[src/rtl/ps2_frame_transmitter.sv]
`timescale 1ns/1ps
// ps2_frame_transmitter
//
// Serialises one byte per transaction into a PS/2-style frame: start bit (0),
// eight data bits LSB first, optional odd parity bit, stop bit (1). The
// serial clock idles high, is high for the first half of every bit period
// and low for the second half. DATA_OUT only moves at bit boundaries, so it
// is stable across the whole low phase. Every frame is followed by an idle
// gap before the next byte can be accepted.
//
// Build option:
//   PS2_TX_PARITY_EN  defined   -> 11-bit frame with odd parity bit
//                     undefined -> 10-bit frame, no parity logic
//
// Parameters:
//   HALF_DIV    FCLK cycles per serial-clock half period (>= 2)
//   GAP_CYCLES  idle FCLK cycles after each frame
//
// Ports:
//   FCLK      in   system clock, rising edge
//   RST_N     in   asynchronous reset, active low
//   TX_DATA   in   [7:0] byte to send
//   TX_VALID  in   TX_DATA is valid
//   TX_READY  out  byte accepted on this edge if TX_VALID is high
//   TX_BUSY   out  frame or gap in progress (complement of TX_READY)
//   TX_DONE   out  one-cycle pulse on the first cycle after the stop bit
//   CLK_OUT   out  serial clock, idles high
//   DATA_OUT  out  serial data, idles high

module ps2_frame_transmitter #(
  parameter int HALF_DIV   = 2500,
  parameter int GAP_CYCLES = 5000
) (
  input  logic       FCLK,
  input  logic       RST_N,
  input  logic [7:0] TX_DATA,
  input  logic       TX_VALID,
  output logic       TX_READY,
  output logic       TX_BUSY,
  output logic       TX_DONE,
  output logic       CLK_OUT,
  output logic       DATA_OUT
);

  localparam int DIV_W = (HALF_DIV > 2) ? $clog2(HALF_DIV) : 1;
  localparam int GAP_W = (GAP_CYCLES > 1) ? $clog2(GAP_CYCLES + 1) : 1;

  localparam logic [DIV_W-1:0] DIV_LAST = DIV_W'(HALF_DIV - 1);
  localparam logic [GAP_W-1:0] GAP_LAST = GAP_W'(GAP_CYCLES);

  localparam logic [2:0] ST_IDLE   = 3'd0;
  localparam logic [2:0] ST_START  = 3'd1;
  localparam logic [2:0] ST_DATA   = 3'd2;
`ifdef PS2_TX_PARITY_EN
  localparam logic [2:0] ST_PARITY = 3'd3;
`endif
  localparam logic [2:0] ST_STOP   = 3'd4;
  localparam logic [2:0] ST_GAP    = 3'd5;

  logic [2:0]       state_q,   state_d;
  logic [DIV_W-1:0] div_cnt_q, div_cnt_d;
  logic             phase_q,   phase_d;    // 0: CLK_OUT high half, 1: low half
  logic [2:0]       bit_cnt_q, bit_cnt_d;
  logic [GAP_W-1:0] gap_cnt_q, gap_cnt_d;
  logic [7:0]       data_q,    data_d;

  logic in_frame;
  logic half_end;
  logic bit_end;

  assign in_frame = (state_q == ST_START) || (state_q == ST_DATA) ||
`ifdef PS2_TX_PARITY_EN
                    (state_q == ST_PARITY) ||
`endif
                    (state_q == ST_STOP);

  assign half_end = (div_cnt_q == DIV_LAST);
  // A bit period ends when the low half finishes; the divider and phase
  // then wrap to zero on their own, so each new bit starts with CLK_OUT high.
  assign bit_end  = half_end && phase_q;

  // NOTE: every variable gets a default at the top of the block so no path
  // leaves it unassigned, which would otherwise infer a latch.
  always_comb begin
    state_d   = state_q;
    div_cnt_d = div_cnt_q;
    phase_d   = phase_q;
    bit_cnt_d = bit_cnt_q;
    gap_cnt_d = gap_cnt_q;
    data_d    = data_q;

    if (in_frame) begin
      div_cnt_d = half_end ? '0 : div_cnt_q + DIV_W'(1);
      if (half_end) phase_d = ~phase_q;
    end

    case (state_q)
      ST_IDLE: begin
        if (TX_VALID) begin
          data_d    = TX_DATA;
          state_d   = ST_START;
          div_cnt_d = '0;
          phase_d   = 1'b0;
          bit_cnt_d = '0;
        end
      end
      ST_START: if (bit_end) state_d = ST_DATA;
      ST_DATA: begin
        if (bit_end) begin
          // 3-bit counter wraps 7 -> 0 exactly as DATA is left.
          bit_cnt_d = bit_cnt_q + 3'd1;
          if (bit_cnt_q == 3'd7) begin
`ifdef PS2_TX_PARITY_EN
            state_d = ST_PARITY;
`else
            state_d = ST_STOP;
`endif
          end
        end
      end
`ifdef PS2_TX_PARITY_EN
      ST_PARITY: if (bit_end) state_d = ST_STOP;
`endif
      ST_STOP: begin
        if (bit_end) begin
          state_d   = ST_GAP;
          gap_cnt_d = '0;
        end
      end
      ST_GAP: begin
        // GAP_CYCLES idle cycles plus the TX_DONE cycle.
        if (gap_cnt_q == GAP_LAST) begin
          state_d   = ST_IDLE;
          gap_cnt_d = '0;
        end else begin
          gap_cnt_d = gap_cnt_q + GAP_W'(1);
        end
      end
      default: state_d = ST_IDLE;
    endcase
  end

  // NOTE: sequential state uses non-blocking assignments so every register
  // samples the pre-edge values, independent of statement order.
  always_ff @(posedge FCLK or negedge RST_N) begin
    if (!RST_N) begin
      state_q   <= ST_IDLE;
      div_cnt_q <= '0;
      phase_q   <= 1'b0;
      bit_cnt_q <= '0;
      gap_cnt_q <= '0;
      data_q    <= '0;
    end else begin
      state_q   <= state_d;
      div_cnt_q <= div_cnt_d;
      phase_q   <= phase_d;
      bit_cnt_q <= bit_cnt_d;
      gap_cnt_q <= gap_cnt_d;
      data_q    <= data_d;
    end
  end

  // Outputs are decoded from registered state only, so reset forces them
  // to their idle values asynchronously.
  assign TX_READY = (state_q == ST_IDLE);
  assign TX_BUSY  = ~TX_READY;
  assign TX_DONE  = (state_q == ST_GAP) && (gap_cnt_q == '0);
  assign CLK_OUT  = in_frame ? ~phase_q : 1'b1;

  always_comb begin
    DATA_OUT = 1'b1;
    case (state_q)
      ST_START:  DATA_OUT = 1'b0;
      ST_DATA:   DATA_OUT = data_q[bit_cnt_q];
`ifdef PS2_TX_PARITY_EN
      ST_PARITY: DATA_OUT = ~(^data_q);
`endif
      default:   DATA_OUT = 1'b1;
    endcase
  end

endmodule

[config.mk]
export PLATFORM = sky130hd
export DESIGN_NAME = ps2_frame_transmitter
export DESIGN_NICKNAME = d
export VERILOG_FILES = /design/src/rtl/ps2_frame_transmitter.sv
export SDC_FILE = /design/constraint.sdc
export NUM_CORES = 1
export LEC_CHECK = 0
export ABC_CLOCK_PERIOD_IN_PS = 4910
export CAP_MARGIN = 10
export CORE_ASPECT_RATIO = 0.6
export CORE_UTILIZATION = 62
export CTS_CLUSTER_SIZE = 16
export DETAILED_ROUTE_END_ITERATION = 6
export GPL_ROUTABILITY_DRIVEN = 0
export PLACE_DENSITY = 0.94
export SYNTH_ARGS = -nofsm -noshare
export SYNTH_HDL_FRONTEND = slang
export SYNTH_SLANG_ARGS = --single-unit
[constraint.sdc]
create_clock -name FCLK -period 4.91 [get_ports FCLK]
set_input_delay 0.491 -clock FCLK [delete_from_list [all_inputs] [get_ports FCLK]]
set_output_delay 0.491 -clock FCLK [all_outputs]
set_load 0.03 [all_outputs]
==> impl_results.md <==
* Fill count at 236
* Hpwl dp at slightly above 3 mm
* Asr flop ratio synth at 100.0%
* Clock skew at between 0.002 and 0.003 ns
* Post-CTS Setup Bufs at 0
* Period minus WS final at slightly above 3 ns
* First-pass GRT wire length at 7.038 mm
* CP startpoint kind: register
* Cell area after synthesis at ~0.0022 mm^2
* Hold Slack at between 0.2 and 0.3 ns
* Top cells by area, synth: dfrtp_1 (46%), nand2_1 (7.7%), ha_1 (3.4%), o21ai_0 (3.0%), a21oi_1 (2.7%)
* Routed len/inst at 14.55 um
* Final core occ at around three quarters
* Share of cells above drive strength 1 at 5.976%
* Crit share post-route at just over 60%
* Post-route total power at between 500 and 600 uW
* Status: finished, final reports clean
* # rows at 16
* Critical path required time at about 4.4 ns
* Vias in the first global route at between 1000 and 1500
* Initial antenna violation count at 0
* Sinks on Clock Net at 40
* TNS Setup at 0 ns
* N_diodes at 0
* Static leakage power at approximately 0.001 uW
* Crit Path Max Fanout at 20
* Initial DRC count at 147
* Slew at the pin with the worst max-slew slack at 0.8851 ns
* Worst-Skew Late Latency at approximately 0.29 ns
* CTS H-tree lvls at 2
* Crit path kind: register to output pin
* Die ar. at approximately 0.0038 mm^2
* Gr ovfl total at 0
* Vias at ~1800
* Area delta synth->final at 11.33%
* Synth area leader: dfrtp_1
* Max-cap viol count at 0
* Worst-path clk slew at about 0.07 ns
* Pwr/cell area at about 230 mW/mm^2
* Die width at between 70 and 80 um
* Final Hold Viols at 0
* Most common cell in the netlist: nand2_1
* Critical path endpoint category: output pin
* Post-Syn Nets at 254
* Rel. slew slack at around two fifths
* Clock root buffer: clkbuf_8
* Antenna Violating Nets Remaining at 0
* Final setup fails at 0
* Register area at 0.001001 mm^2
* Maximum VDD drop at ~0.20 mV
* TritonCTS clock tree: yes
* Core area at roughly 0.0033 mm^2
* DRC Markers at 0
* Final #Nets at around 270
* EDFF count, synth at 0
* Hold Buf Count CTS at 0
* Gr usage total at 25.57%
* Post-Syn Instances at between 200 and 250
* RSZ-0062 raised after global routing: false
* Max Buffers Root-to-Sink at 2
* CP arrival at ~2.5 ns
* Largest net degree at the start of global routing at 41
* Initial Util at 66.21%
* Inserted Clock Buffers at 5
* Fmax at approximately 0.33 GHz
* Hold Path Class: input pin to asynchronous set/reset pin
* Ys flop type: dfrtp_1
* Post-synth top area share at about 46%
* Routed wire length at 4.306 mm
* Footprint of the multi-input gates at 0.001114 mm^2
* Syn_area_per_cell at 9.228 um^2
* Ys Warns at 0
* Via-to-Cell Ratio at about 6.1
* PostCTS Resize Cnt at 0
* Flop and latch count out of synthesis at 40
* Die Y at between 40 and 50 um
* Seq/Total Area, Yosys at between 40% and 50%
* Drt pass-1 iters at 4
* Final Max Tran Viols at 0
* Post-synth top cells: nand2_1 (45), dfrtp_1 (40), o21ai_0 (13)
* Post-synthesis cell type count at 46
* Port Buf Inserts at 15
* I/O Pins at 16
[layout by cell type (no fill, tap or decap), types with 2 or more instances in the layout]
cell,n
nand2_1,45
inv_1,8
and3_1,4
dfrtp_1,40
a41oi_1,2
nand3b_1,3
ha_1,6
o211ai_1,4
o31ai_1,4
and2_1,2
nor2_1,12
or3_1,5
a31oi_1,7
nor3_1,5
nor3b_1,2
mux4_2,2
a21oi_1,12
nor4_1,3
o21ai_0,13
clkdlybuf4s50_1,14
xor2_1,5
nand4_1,2
nor2b_1,2
o21ai_1,3
or4_1,2
clkbuf_8,5
nand3_1,12
mux2i_1,5
o2111ai_1,2
[critical path, stage by stage, from the launching register on]
cell and delay [ns]:
dfrtp_1 0.71, o21ai_1 0.32, o21ai_1 0.36, inv_1 0.09, nand2_1 0.09, clkdlybuf4s50_1 0.66
[state kept, by name (all words and copies together), names as in the netlist]
| register | count |
|---|---|
| div_cnt_q | 12 |
| bit_cnt_q | 3 |
| state_q | 3 |
| gap_cnt_q | 13 |
| data_q | 8 |
| phase_q | 1 |
[kinds of logic after synthesis]
group	count (synthesis)	synth area share (%)
buf+inv	17	3.318
xor+xnor	7	3.147
compound gates	56	16.48
mux	7	4.348
flops	40	45.77
simple gates	104	23.51
fa+ha+maj	6	3.432
[final timing paths]
check                                                 end                   start  slack [ns]  cells past startpoint
worst max-delay path                              CLK_OUT  state_q[0]$_DFFE_PN0P_        1.89                      5
worst min-delay path             gap_cnt_q[1]$_DFFE_PN0P_                   RST_N        0.30                      1
max in group asynchronous               phase_q$_DFF_PN0_                   RST_N        4.08                      1
min in group FCLK                   data_q[4]$_DFFE_PN0P_   data_q[4]$_DFFE_PN0P_        0.49                      2
worst min register to register      data_q[4]$_DFFE_PN0P_   data_q[4]$_DFFE_PN0P_        0.49                      2
worst max register to register  gap_cnt_q[11]$_DFFE_PN0P_  state_q[0]$_DFFE_PN0P_        2.49                      5
[metal layers]
layer | up-vias | global-route usage [%] | routed length, um
met5 | - | 0 | 0
met4 | 0 | 7.778 | 39
met3 | 4 | 6.857 | 249
met2 | 46 | 39.65 | 1895
met1 | 845 | 35.90 | 2122
li1 | 896 | - | -
[power by group]
part | internal [uW] | leakage (uW) | total [uW] | switching [uW]
Sequential | 333 | 0.000518 | 335 | 2.26
Clock | 96.2 | 0.0000400 | 211 | 114
Combinational | 10.7 | 0.000453 | 21.7 | 11.0
[metrics by stage]
stage / instances / cell area [um^2] / setup slack (ns)
floorplan: 237 / 2187 / 2.491
global placement: 289 / 2354 / 2.329
detailed placement: 289 / 2354 / 2.266
CTS: 296 / 2435 / 1.900
global route: 296 / 2435 / 1.753
finish: 296 / 2435 / 1.885
[area by class of cell]
class | count | area share [%]
Clock buffer | 5 | 2.826
Inverter | 8 | 1.233
Sequential cell | 40 | 41.11
Multi-Input combinational cell | 180 | 45.73
Timing Repair Buffer | 16 | 6.269
Clock inverter | 2 | 0.5139
Tap cell | 45 | 2.312
No activity file was read; power rests on OpenSTA's default activity.
==> variant 1: new RTL, config.mk and constraints unchanged <==
Reset style: synchronous (`RST_N`), changed in one clocked block. Comments in the files are not updated.
--- a/src/rtl/ps2_frame_transmitter.sv
+++ b/src/rtl/ps2_frame_transmitter.sv
@@ -142,7 +142,7 @@
 
   // NOTE: sequential state uses non-blocking assignments so every register
   // samples the pre-edge values, independent of statement order.
-  always_ff @(posedge FCLK or negedge RST_N) begin
+  always_ff @(posedge FCLK) begin
     if (!RST_N) begin
       state_q   <= ST_IDLE;
       div_cnt_q <= '0;
Check against the original RTL: differs if RST_N is asserted again (counterexample within 4 cycles, from zero or initial values and one cycle with RST_N low); with RST_N held inactive, the same outputs for 10 cycles.
==> variant 1 against the original RTL <==
Synthesized cell count rose by 8.9%; synthesized area shrank 4.2%; cell area is 4.5% lower; sequential cell count did not move; setup slack improved by 0.13 ns; routed wire length increased by 6.1%; final cell count grew 4.7%.
Power is not compared: it rests on default switching activity, and its combinational part moved more than twofold at a synthesized area within 25%.
==> variant 1: results (changes against the original RTL) <==
[global_route]
track_usage_pct=27.2  ; was 25.6%
grt_use_met2_pct=44.3  ; was 39.7%
met1_usage_pct=34.2  ; was 35.9%
grt_max_degree=26  ; was 41
grt_pass1_wl_mm=7.34  ; was 7.04 mm
use_met3_pct=9.13  ; was 6.86%
antenna_found_initial=1  ; was 0
first_global_vias=1651  ; was 1,464

[yosys]
synth_cell_type_count=40  ; was 46
yosys-top-cells-count=40 x dfxtp_1, 34 x nand2_1, 18 x a21oi_1, 18 x a31oi_1, 15 x nand3_1  ; was 45 x nand2_1, 40 x dfrtp_1, 13 x o21ai_0
synth_flop_cell=dfxtp_1  ; was dfrtp_1
syn_nets=275  ; was 254
syn_inst=258  ; was 237
seq_area_frac_synth_pct=38.2  ; was 45.8%
synthTopCellsByArea=dfxtp_1 38%, nand2_1 6.1%, a31oi_1 5.4%  ; was dfrtp_1 46%, nand2_1 7.7%, ha_1 3.4%
async_flop_share_pct=0  ; was 100%

[detailed_routing]
drt-met1-wl_mm=2.18  ; was 2.12 mm
drtIter0Drc=174  ; was 147
routed_wl_mm=4.57  ; was 4.31 mm
met3_length_um=378  ; was 249 um
dr_wl_met2_mm=1.94  ; was 1.90 mm
vias_per_cell=6.09  ; was 6.05
vias=1887  ; was 1,791

[min_path]
hold_class=flop to flop  ; was primary input to asynchronous set/reset pin

[cts]
cts_buffers=5  ; unchanged
cts_max_path_buffers=2  ; unchanged
htreeDepth=2  ; unchanged

[placement]
dp_cells=303  ; was 289
dp_hpwl_mm=3.18  ; was 3.05 mm
post-place-ws_ns=2.37  ; was 2.27 ns
dpl_cell_area_um2=2250  ; was 2350 um^2

[setup_path]
cp_slowest_cell=clkdlybuf4s50_1  ; was dfrtp_1
crit_path_max_fanout=17  ; was 20
max_stage_delay_ns=0.68  ; was 0.71 ns
cp.arrival_ns=2.40  ; was 2.53 ns

[layout]
drive_gt1_share_pct=4.10  ; was 5.98%
fill_cells=242  ; was 236
fin_nets=285  ; was 268

[pwr]
ir_drop_mv=0.303
power.leakage_nw=0.805

[timing]
max_slew_margin_pct=36.4  ; was 40.8%
finClkSkew_ns=0.00733  ; was 0.00252 ns

[outcome]
status=finished, final reports clean  ; unchanged

## variant 1: cell count changes in the layout (fill, tap and decap cells not counted), sizes merged, moves of 5 or more
| cell | change |
|---|---|
| o21ai | -6 |
| nand3b | +5 |
| dfrtp | -40 |
| nand2 | -11 |
| a21oi | +6 |
| or3 | +5 |
| a31oi | +11 |
| dfxtp | +40 |
## variant 1: path summary, 6_finish.rpt
kind                                    from           end  slack, ns  depth (start not counted)
worst max-delay path              state_q[2]       CLK_OUT       2.02                          5
worst min-delay path               data_q[3]     data_q[3]       0.46                          2
worst max register to register  div_cnt_q[0]  gap_cnt_q[8]       2.37                          8
worst min register to register     data_q[3]     data_q[3]       0.46                          2
## variant 1: kinds of logic (layout without fill, tap and decap cells)
| logic type | after synthesis | count (layout) | synth area share, % |
|---|---|---|---|
| AOI/OAI and AO/OA | 62 | 62 | 18.2 |
| xor gates and xnor gates | 6 | 6 | 2.87 |
| adders and majority gates | 6 | 6 | 3.58 |
| buffers and inverters | 23 | 33 | 4.54 |
| DFF | 40 | 40 | 38.2 |
| muxes | 6 | 6 | 4.06 |
| and+or+nand+nor | 115 | 115 | 28.6 |
## variant 1: where the power goes
part	leakage, nW	switching, mW	total, mW	internal, mW
Combinational	0.440	0.159	0.264	0.105
Sequential	0.324	0.0379	0.387	0.349
Clock	0.0410	0.110	0.207	0.0966
## variant 1: critical path: cells and delay by family, from the launching register on
kind / cells / cell delay, ns
buffers and inverters: 2 / 0.76
DFF: 1 / 0.65
AOI/OAI and AO/OA: 2 / 0.62
and+or+nand+nor: 1 / 0.09
## variant 1: area by class of cell
class                           count  share of cell area [%]
Clock buffer                        6                    3.12
Sequential cell                    40                    34.4
Clock inverter                      1                   0.215
Tap cell                           42                    2.26
Inverter                           10                    1.61
Timing Repair Buffer               16                    6.78
Multi-Input combinational cell    195                    51.6
==> variant 2: new RTL, same settings <==
Made on the original files. Add a define of `PS2_TX_PARITY_EN`.
--- a/src/rtl/ps2_frame_transmitter.sv
+++ b/src/rtl/ps2_frame_transmitter.sv
@@ -26,6 +26,8 @@
 //   TX_DONE   out  one-cycle pulse on the first cycle after the stop bit
 //   CLK_OUT   out  serial clock, idles high
 //   DATA_OUT  out  serial data, idles high
+
+`define PS2_TX_PARITY_EN
 
 module ps2_frame_transmitter #(
   parameter int HALF_DIV   = 2500,
Behaviour: same outputs for any inputs over 10 cycles, from zero or initial values and one cycle with RST_N low; that may be too few to reach the edited logic, so the function may still have changed.
==> variant 2 against the original RTL <==
Fmax decreased by 0.99%; synthesized cell count down 5.1%; setup slack lost 0.030 ns; final cell count fell by 4.4%; utilization up 0.70 points; synthesized area grew 4.0%; routed wire length grew 9.3%; sequential cell count did not move; count of clock-buffer cells in the layout grew 3; register-to-register slack worse by 0.06 ns; cell area grew 3.4%; largest cell class unchanged.
Power is not compared: it rests on default switching activity, and its combinational part moved more than twofold at a synthesized area within 25%.
==> variant 2: results (changes against the original RTL) <==
[detailed_routing]
first_pass_iters=4  ; unchanged
vias=1787  ; was 1,791
drtIter0Drc=169  ; was 147
vias_per_cell=6.31  ; was 6.05
routed_wl_mm=4.71  ; was 4.31 mm

[global_route]
grt_max_degree=41  ; unchanged
first_global_vias=1665  ; was 1,464
antenna_found_initial=0  ; unchanged
track_usage_pct=27.4  ; was 25.6%
grt_pass1_wl_mm=7.94  ; was 7.04 mm

[timing]
tightest_slew_ns=0.951  ; was 0.885 ns
finClkSkew_ns=0.00942  ; was 0.00252 ns

[yosys]
async_flop_share_pct=100  ; unchanged
yosys_warnings=0  ; unchanged
synthTopCellsByArea=dfrtp_1 44%, mux2_2 4.5%, xor2_1 3.5%  ; was dfrtp_1 46%, nand2_1 7.7%, ha_1 3.4%
yosys-top-cells-count=40 x dfrtp_1, 17 x nor2_1, 16 x nand2_1  ; was 45 x nand2_1, 40 x dfrtp_1, 13 x o21ai_0
synth_cell_type_count=50  ; was 46
syn_nets=242  ; was 254
synth_area_per_cell_um2=10.1  ; was 9.23 um^2
seq_area_frac_synth_pct=44.0  ; was 45.8%
synth_flop_cell=dfrtp_1  ; unchanged

[cts]
cts_resized=0  ; unchanged
cts_max_path_buffers=2  ; unchanged
cts_setup_buffers=0  ; unchanged
path_clk_slew_ns=0.08
htreeDepth=2  ; unchanged
cts_buffers=5  ; unchanged
insertion_delay_ns=0.30

[placement]
post-place-ws_ns=2.21  ; was 2.27 ns
dp_cells=275  ; was 289
dp_hpwl_mm=3.35  ; was 3.05 mm
port_buffers=15  ; unchanged
dpl_cell_area_um2=2430  ; was 2350 um^2

[min_path]
hold_class=primary input to asynchronous set/reset pin  ; unchanged

[layout]
top_regs=gap_cnt_q (13), div_cnt_q (12), data_q (8)  ; unchanged
drive_gt1_share_pct=13.9  ; was 5.98%
fin_nets=254  ; was 268
antennaDiodeCount=0  ; unchanged

[outcome]
status=finished, final reports clean  ; unchanged

[pwr]
ir_drop_mv=0.226
p_int_mw=0.608
power.leakage_nw=1.06

[setup_path]
crit_path_max_fanout=4  ; was 20
cp.arrival_ns=2.56  ; was 2.53 ns
cp_slowest_cell=clkdlybuf4s50_1  ; was dfrtp_1
cpLargestDelayFamily=simple AND/OR/NAND/NOR gates  ; was buffers and inverters

## variant 2: changes by cell type in the layout (fill, tap and decap cells not counted), moves of 5 or more
cell	change
mux2_2	+9
nand2_1	-29
nand4_1	+9
nor2_1	+5
xnor2_1	+6
## variant 2: logic make-up (layout without fill, tap and decap cells)
group,count (synthesis),count (layout),share of synthesized area [%]
AOI/OAI and AO/OA,45,45,12.8
DFF,40,40,44.0
muxes,18,18,9.52
xor gates and xnor gates,16,16,6.16
and+or+nand+nor,83,83,20.8
adders and majority gates,6,6,3.30
buffers and inverters,17,30,3.47
## variant 2: area by class of cell
cell class	count	area, um^2
multi-input cells	168	1190
flip-flops and latches	40	1000
fillers	238	866
repair buffers	16	153
clock buffers	8	90.1
well taps	45	56.3
inverters	6	22.5
## variant 2: power by group through the flow
stage                     sequential, mW  combinational [mW]  clock (mW)
after floorplan                    0.445               0.164           0
after global placement             0.464               0.203           0
after detailed placement           0.469               0.218           0
after CTS                          0.463               0.220       0.228
after global routing               0.476               0.243       0.246
final                              0.465               0.220       0.227
## variant 2: final timing paths
path	start	end	slack, ns	cells after the start
setup / recovery	gap_cnt_q[0]	TX_DONE	1.86	6
max in group asynchronous	RST_N	data_q[4]	4.04	1
min in group FCLK	gap_cnt_q[12]	gap_cnt_q[12]	0.52	1
hold reg to reg	gap_cnt_q[12]	gap_cnt_q[12]	0.52	1
setup reg to reg	div_cnt_q[2]	gap_cnt_q[4]	2.43	5
hold / removal	RST_N	gap_cnt_q[11]	0.31	1
## variant 2: metal layers
metal,vias up,global-route usage [%],routed length (um)
li1,845,-,-
met1,872,39.3,2230
met2,62,40.0,2140
met3,8,6.92,288
met4,0,10.7,56
met5,-,0,0
